**src/rtl/CPU_package.sv**
```systemverilog
// CPU_package: shared datapath widths and the memory access controller FSM encoding.
package CPU_package;
    localparam int DATA_WIDTH    = 8;
    localparam int ADDRESS_WIDTH = 4;
    typedef enum logic [2:0] {
        IDLE,
        WRITE,
        READ_WAIT,
        CAPTURE,
        RESP,
        VREAD,
        VCHECK
    } mem_ctrl_state_t;
endpackage

```
**src/rtl/sat_counter.sv**
```systemverilog
// sat_counter: up-counter that sticks at all-ones, async active-low clear.
module sat_counter #(
    parameter int WIDTH = 16
) (
    input  logic             clock,
    input  logic             reset_n,
    input  logic             inc,
    output logic [WIDTH-1:0] count
);
    always_ff @(posedge clock or negedge reset_n)
        if (!reset_n)
            count <= '0;
        else if (inc && count != '1)
            count <= count + 1'b1;
endmodule

```
**src/rtl/mem_access_controller.sv**
```systemverilog
// mem_access_controller: serial load/store sequencer for Data_Memory with registered read.
// Define MEM_STORE_VERIFY_EN to read back every store and flag mismatches on verify_err.
module mem_access_controller
    import CPU_package::*;
#(
    parameter int DATA_WIDTH    = CPU_package::DATA_WIDTH,
    parameter int ADDRESS_WIDTH = CPU_package::ADDRESS_WIDTH,
    parameter int CNT_WIDTH     = 16
) (
    input  logic                     clock,
    input  logic                     reset_n,
    input  logic                     req_valid,
    output logic                     req_ready,
    input  logic                     req_write,
    input  logic [ADDRESS_WIDTH-1:0] req_address,
    input  logic [DATA_WIDTH-1:0]    req_wdata,
    output logic                     rsp_valid,
    input  logic                     rsp_ready,
    output logic [DATA_WIDTH-1:0]    rsp_rdata,
    output logic [ADDRESS_WIDTH-1:0] write_address,
    output logic                     Write_Enable,
    output logic [DATA_WIDTH-1:0]    DATA_WRITE,
    output logic [ADDRESS_WIDTH-1:0] read_address,
    output logic                     Read_Enable,
    input  logic [DATA_WIDTH-1:0]    DATA_READ,
    output logic [CNT_WIDTH-1:0]     load_count,
    output logic [CNT_WIDTH-1:0]     store_count,
    output logic                     verify_err
);
`ifdef MEM_STORE_VERIFY_EN
    localparam bit VERIFY = 1'b1;
`else
    localparam bit VERIFY = 1'b0;
`endif
    mem_ctrl_state_t           state, state_nxt;
    logic                      accept, inc_load, inc_store;
    logic                      req_ready_nxt, we_nxt, re_nxt, rsp_valid_nxt;
    logic [ADDRESS_WIDTH-1:0]  wa_nxt, ra_nxt;
    logic [DATA_WIDTH-1:0]     dw_nxt, rd_nxt;

    // req_ready is high only in IDLE, so a handshake implies IDLE
    assign accept = req_valid && req_ready;

    always_ff @(posedge clock or negedge reset_n)
        if (!reset_n) begin
            state         <= IDLE;
            req_ready     <= 1'b1;
            Write_Enable  <= 1'b0;
            Read_Enable   <= 1'b0;
            rsp_valid     <= 1'b0;
            write_address <= '0;
            read_address  <= '0;
            DATA_WRITE    <= '0;
            rsp_rdata     <= '0;
        end else begin
            state         <= state_nxt;
            req_ready     <= req_ready_nxt;
            Write_Enable  <= we_nxt;
            Read_Enable   <= re_nxt;
            rsp_valid     <= rsp_valid_nxt;
            write_address <= wa_nxt;
            read_address  <= ra_nxt;
            DATA_WRITE    <= dw_nxt;
            rsp_rdata     <= rd_nxt;
        end

    always_comb begin
        state_nxt = state;
        case (state)
            IDLE:      state_nxt = accept ? (req_write ? WRITE : READ_WAIT) : IDLE;
            WRITE:     state_nxt = VERIFY ? VREAD : IDLE;
            READ_WAIT: state_nxt = CAPTURE;
            CAPTURE:   state_nxt = RESP;
            RESP:      state_nxt = rsp_ready ? IDLE : RESP;
            VREAD:     state_nxt = VCHECK;
            default:   state_nxt = IDLE;
        endcase
    end

    always_comb begin
        req_ready_nxt = state_nxt == IDLE;
        we_nxt        = state_nxt == WRITE;
        re_nxt        = state_nxt == READ_WAIT || state_nxt == VREAD;
        rsp_valid_nxt = state_nxt == RESP;
        wa_nxt        = accept ? req_address : write_address;
        dw_nxt        = accept ? req_wdata : DATA_WRITE;
        // verify read-back reuses the read port at the address just stored
        ra_nxt        = accept ? req_address : (VERIFY && state == WRITE) ? write_address : read_address;
        rd_nxt        = state == CAPTURE ? DATA_READ : rsp_rdata;
        inc_load      = state == RESP && rsp_ready;
        inc_store     = VERIFY ? state == VCHECK : state == WRITE;
    end

`ifdef MEM_STORE_VERIFY_EN
    always_ff @(posedge clock or negedge reset_n)
        if (!reset_n)
            verify_err <= 1'b0;
        else if (state == VCHECK && DATA_READ != DATA_WRITE)
            verify_err <= 1'b1;
`else
    assign verify_err = 1'b0;
`endif

    sat_counter #(.WIDTH(CNT_WIDTH)) u_load_cnt (
        .clock  (clock),
        .reset_n(reset_n),
        .inc    (inc_load),
        .count  (load_count)
    );

    sat_counter #(.WIDTH(CNT_WIDTH)) u_store_cnt (
        .clock  (clock),
        .reset_n(reset_n),
        .inc    (inc_store),
        .count  (store_count)
    );
endmodule

```
**config.mk**
```make
export PLATFORM = sky130hd
export DESIGN_NAME = mem_access_controller
export DESIGN_NICKNAME = d
export VERILOG_FILES = /design/src/rtl/CPU_package.sv /design/src/rtl/sat_counter.sv /design/src/rtl/mem_access_controller.sv
export SDC_FILE = /design/constraint.sdc
export NUM_CORES = 1
export LEC_CHECK = 0
export ABC_AREA = 1
export CAP_MARGIN = 20
export CORE_MARGIN = 2
export CORE_UTILIZATION = 40
export CTS_BUF_LIST = sky130_fd_sc_hd__clkbuf_16
export CTS_CLUSTER_SIZE = 25
export DETAILED_ROUTE_END_ITERATION = 8
export PLACE_DENSITY = 0.65
export SYNTH_ARGS = -nofsm -noshare
export SYNTH_HDL_FRONTEND = slang
export SYNTH_HIERARCHICAL = 1
export SYNTH_SLANG_ARGS = --single-unit
```
**constraint.sdc**
```tcl
create_clock -name clock -period 2.04 [get_ports clock]
set_input_delay 0.204 -clock clock [delete_from_list [all_inputs] [get_ports clock]]
set_output_delay 0.204 -clock clock [all_outputs]
set_load 0.005 [all_outputs]
```
Word-level counts from Yosys, hierarchy flattened
Cells that the tools add are included.
{"block": "word_totals", "reg_bits": 59, "inputBits": 25, "out_inout_bits": 61}
{"block": "op_classes", "n_addsub": 2, "n_eq_ne": 11, "mux": 4, "n_reduce_logical": 7}
{"cell": "$add 16x1->16 const B", "n": 2}
{"cell": "$ne 16x16->1 const B", "n": 2}
{"cell": "$pmux 3 s5", "n": 1}
{"cell": "$eq 3x3->1 const B", "n": 4}
{"cell": "$eq 3x2->1 const B", "n": 3}
{"cell": "$eq 3x1->1 const B", "n": 2}
{"cell": "$logic_not 3->1", "n": 2}
{"cell": "$logic_and 1x1->1", "n": 4}
{"cell": "$mux 2", "n": 2}
{"cell": "$mux 3", "n": 1}
{"cell": "$logic_or 1x1->1", "n": 1}

Logic depth before layout (Yosys ltp)
{"block": "depth", "ltp_word": 5, "ltp_mapped": 11, "depth_no_buf": 11}

Modules after synthesis
Netlist, hierarchy kept.
{"module": "sat_counter", "n_inst": 2, "cells_each": 149, "area_per_inst_um2": 1058.5, "seq_area_each_um2": 400.4}
{"module": "mem_access_controller", "n_inst": 1, "cells_each": 104, "area_per_inst_um2": 1121.1, "seq_area_each_um2": 676.9}

Least setup slack after synthesis
Ideal clock, no wire load.
{"block": "synth_timing", "path_type": "register to register", "from": "register u_store_cnt.count[0]", "to": "register u_store_cnt.count[6]", "setup_time_ns": 0.117, "t_arrival_ns": 1.365, "t_required_ns": 1.923, "slack_ns": 0.558, "path_stages_with_launch": 10, "path_buffers": 1, "period_less_slack_ns": 1.482, "path_cell_list": "dfrtp_1 ha_1 inv_2 nor2_4 nand2_2 nor2_4 nor2_4 buf_6 nand2_1 nand2_1"}
{"block": "synth_between", "elab_chain_cells": 2}
{"item": "from (decl)", "line": "sat_counter.sv:8", "source": "output logic [WIDTH-1:0] count"}
{"item": "from (signal assigned)", "line": "sat_counter.sv:14", "source": "count <= count + 1'b1;"}
{"item": "parallel branches: the longest is 2 deep, another holds $add 16x1->16"}
Several ways; the timed one is not identified.
A chain may end at the register's enable or synchronous reset.

Worst setup path after layout
{"block": "layout_timing", "from": "register state[0]", "to": "register u_load_cnt.count[15]"}
{"block": "layout_between", "elab_chain_cells": 3}
{"item": "from (decl)", "line": "mem_access_controller.sv:35", "source": "mem_ctrl_state_t state, state_nxt;"}
{"item": "from (signal assigned)", "line": "mem_access_controller.sv:56", "source": "state <= state_nxt;"}
{"item": "$eq 3x3->1", "line": "mem_access_controller.sv:90", "source": "inc_load = state == RESP && rsp_ready;"}
{"item": "$logic_and 1x1->1", "line": "mem_access_controller.sv:90"}
{"item": "net inc_load", "line": "mem_access_controller.sv:36", "source": "logic accept, inc_load, inc_store;"}
{"item": "$logic_and 1x1->1", "line": "sat_counter.sv:13", "source": "else if (inc && count != '1)"}
{"item": "to (signal assigned)", "line": "sat_counter.sv:14"}
{"item": "to (decl)", "line": "sat_counter.sv:8"}
The timed path passes the listed nets, and every way through them passes these cells.

==> metrics.md <==
| Metric | Value |
|---|---|
| Storage cell area | 1480 µm² |
| Routed Antenna Nets | 0 |
| Power share of the clock group | 0.322 |
| Post-CTS sizing | 0 |
| Crit path top cell by count | nor2_1 |
| Setup TNS | 0 ns |
| Clk sinks | 59 |
| Nets | 516 |
| Run status | completed |
| Initial core utilization | 0.417 |
| CTS tree | yes |
| Antenna violations before repair | 0 |
| Fill cells | 703 |
| CTS Buf Count | 9 |
| Crit-path cells | nor2_1 -> nand2_1 -> nor2_1 -> inv_1 -> nor2_1 -> nand2_1 -> nor2_1 -> nand3_1 -> nand2_1 -> inv_1 |
| CP delay by family, top | simple AND/OR/NAND/NOR gates |
| Port Buffer Count | 84 |
| Setup crit start kind | flip-flop |
| GR Util All Layers | 0.177 |
| Post-synth EDFFs | 0 |
| Sw power | 1.58 mW |
| Worst EP arrival | 1.92 ns |
| CP Buf/Inv Count | 2 |
| Share of cells above drive strength 1 | 0.132 |
| Synthesis-to-finish area growth | 38.1% |
| Clk slew on worst S/H paths | 0.06 ns |
| Fin util | 0.576 |
| Die ar. | 8830 µm² |
| Post-synthesis instance area | 3240 µm² |
| Mapped Avg Cell Area | 8.05 µm² |
| Vias/cell | 4.70 |
| Clk root buf | clkbuf_16 |
| Vias in the first global route | 2589 |
| Die H | 94.0 µm |
| Minimum clock period | 1.69 ns |
| Yosys top cell by area | dfrtp_1 |
| R2R depth | 10 |
| Yosys cell types | 24 |
| CTS Hold Buffers Added | 1 |
| Worst VDD drop | 0.499 mV |
| Commonest cells after routing, fill and taps aside | nand2_1 (146), clkdlybuf4s50_1 (83), dfrtp_1 (58) |
| H-tree depth | 3 |
| Worst rel slew slack | 0.649 |
| Final Hold Fails | 0 |
| Maxcap violations | 0 |
| Remaining DRCs | 0 |
| Hold WC Path Type | input pin to async pin |
| Top cells by area, synth | dfrtp_1 (45%), nand2_1 (17%), inv_1 (4.3%) |
| Max-slew violations | 0 |
| Clk_lat worst skew | 0.32 ns |
| Wirelength, routed | 7330 µm |
| Final WS setup | 0.346 ns |
| FMAX | 0.590 GHz |
| Footprint of the multi-input gates | 1510 µm² |
| Leak Pwr | 1.99 nW |
| R2R setup slack | 0.35 ns |
| Core area | 7770 µm² |
| Final Setup Violations | 0 |
| R2r startpoint | state[0]$_DFF_PN0_ |
| Skew final | 0.00747 ns |
| Ant diodes | 0 |
| Sw frac | 0.299 |
| Yosys top cell area share | 0.448 |
| GRT overflow | 0 |
| Critical path class | flip-flop to flip-flop |
| Least-Margin Pin Slew | 0.526 ns |
| First drt pass iteration count | 4 |
| CP Data Required Time | 2.26 ns |
| Flop pwr share | 0.350 |
| Yosys warnings | 6 |
| Routed len/inst | 12.3 µm |
| Post CTS Setup Buffer Count | 0 |
| Clk buf depth | 2 |
| Critical Path End Type | flip-flop |
| Final Wtd Congestion | 0.856 |
| Tcrit/Tclk final | 0.831 |
| FF-to-FF End | u_load_cnt/count[15]$_DFFE_PN0P_ |
| Die width | 94.0 µm |
| Power Internal | 3.69 mW |
| Via Count | 2799 |
| RSZ-0062 raised after global routing | no |
| Pwr dens | 1180 nW/µm² |
| Gate power share | 0.328 |
| Dpl hpwl | 5420 µm |
| Post-synth ARST share | 1.00 |
| Main flop type after synthesis | dfrtp_1 |
| Post-synthesis cell count | 402 |
| Core Rows | 32 |
| Commonest non-fill, non-tap cell in the layout | nand2_1 |
| Power Total | 5.27 mW |
| Synthesized netlist net count | 429 |
| Initial DRC count | 156 |
| Slowest stage delay, CP | 0.46 ns |
| IO Count | 86 |
| Register area share after synthesis | 0.456 |
| FF+latch count, synth | 59 |
| Critical path origin | state[0]$_DFF_PN0_ |
| First-pass GRT wire length | 12200 µm |
| Setup slack at placement | 0.330 ns |
| Maximum fanout along the worst path | 7 |
| Largest net degree at the start of global routing | 31 |
| Critical path's slowest cell | dfrtp_1 |
## Yosys cell counts, types with 7 or more instances
cell / count
buf_4: 7
nand3_1: 18
nand2_2: 9
xnor2_1: 10
nand2_1: 146
mux2_2: 12
o21ai_1: 8
nor2_1: 35
dfrtp_1: 58
inv_1: 37
nand4_1: 10
nor2_2: 8
o21ai_0: 14
nor2_4: 8
## final cells by class
cell class / count / area share
well taps: 102 / 0.0285
multi-input cells: 291 / 0.337
flip-flops and latches: 59 / 0.330
repair buffers: 87 / 0.195
clock inverters: 7 / 0.0238
clock buffers: 9 / 0.0503
inverters: 41 / 0.0344
## flip-flops by register name (all words and copies together), names as in the netlist
register and flops:
rsp_valid 1, u_store_cnt/count 16, read_address 4, DATA_WRITE 8, Write_Enable 1, req_ready 1, Read_Enable 1, state 3
rsp_rdata 8, u_load_cnt/count 16
## metrics by stage
| step | hold WS [ns] | cell area (µm²) | cells |
|---|---|---|---|
| after floorplan | -0.0916 | 3240 | 402 |
| after global placement | 0.141 | 4130 | 579 |
| after detailed placement | 0.143 | 4130 | 579 |
| after CTS | 0.336 | 4470 | 596 |
| after global routing | 0.364 | 4470 | 596 |
| final | 0.329 | 4470 | 596 |
## how the worst max path moves through the flow
stage	depth (start not counted)	endpoint	slack, ns
floorplan	9	u_store_cnt/count[6]$_DFFE_PN0P_	0.56
global placement	6	rsp_valid$_DFF_PN0_	0.36
detailed placement	10	u_load_cnt/count[15]$_DFFE_PN0P_	0.33
CTS	10	u_load_cnt/count[15]$_DFFE_PN0P_	0.34
global route	10	u_load_cnt/count[15]$_DFFE_PN0P_	0.14
finish	10	u_load_cnt/count[15]$_DFFE_PN0P_	0.35
## routing by layer
metal	global-route usage	vias to the layer above	share of wire
li1	-	1437	-
met1	0.244	1280	0.47
met2	0.271	74	0.46
met3	0.0417	8	0.053
met4	0.0688	0	0.012
met5	0	-	0
## cells by family after synthesis
family / count (synthesis) / share of synthesized area
XOR/XNOR: 12 / 0.0325
buffers and inverters: 52 / 0.0777
multiplexers: 12 / 0.0417
other: 1 / 0.00116
AO/OA/AOI/OAI: 26 / 0.0448
adder cells (fa/ha/maj): 2 / 0.00773
AND/OR/NAND/NOR: 238 / 0.338
flip-flops: 59 / 0.456
## power groups by stage
| stage | Clock (mW) | Sequential (mW) | Combinational [mW] |
|---|---|---|---|
| 2_1_floorplan | 0 | 1.85 | 0.881 |
| 3_3_place_gp | 0 | 1.84 | 1.73 |
| 3_5_place_dp | 0 | 1.86 | 1.75 |
| 4_1_cts | 1.73 | 1.85 | 1.76 |
| 5_1_grt | 1.79 | 1.89 | 1.91 |
| 6_report | 1.70 | 1.84 | 1.73 |
No activity file was read; power rests on OpenSTA's default activity.
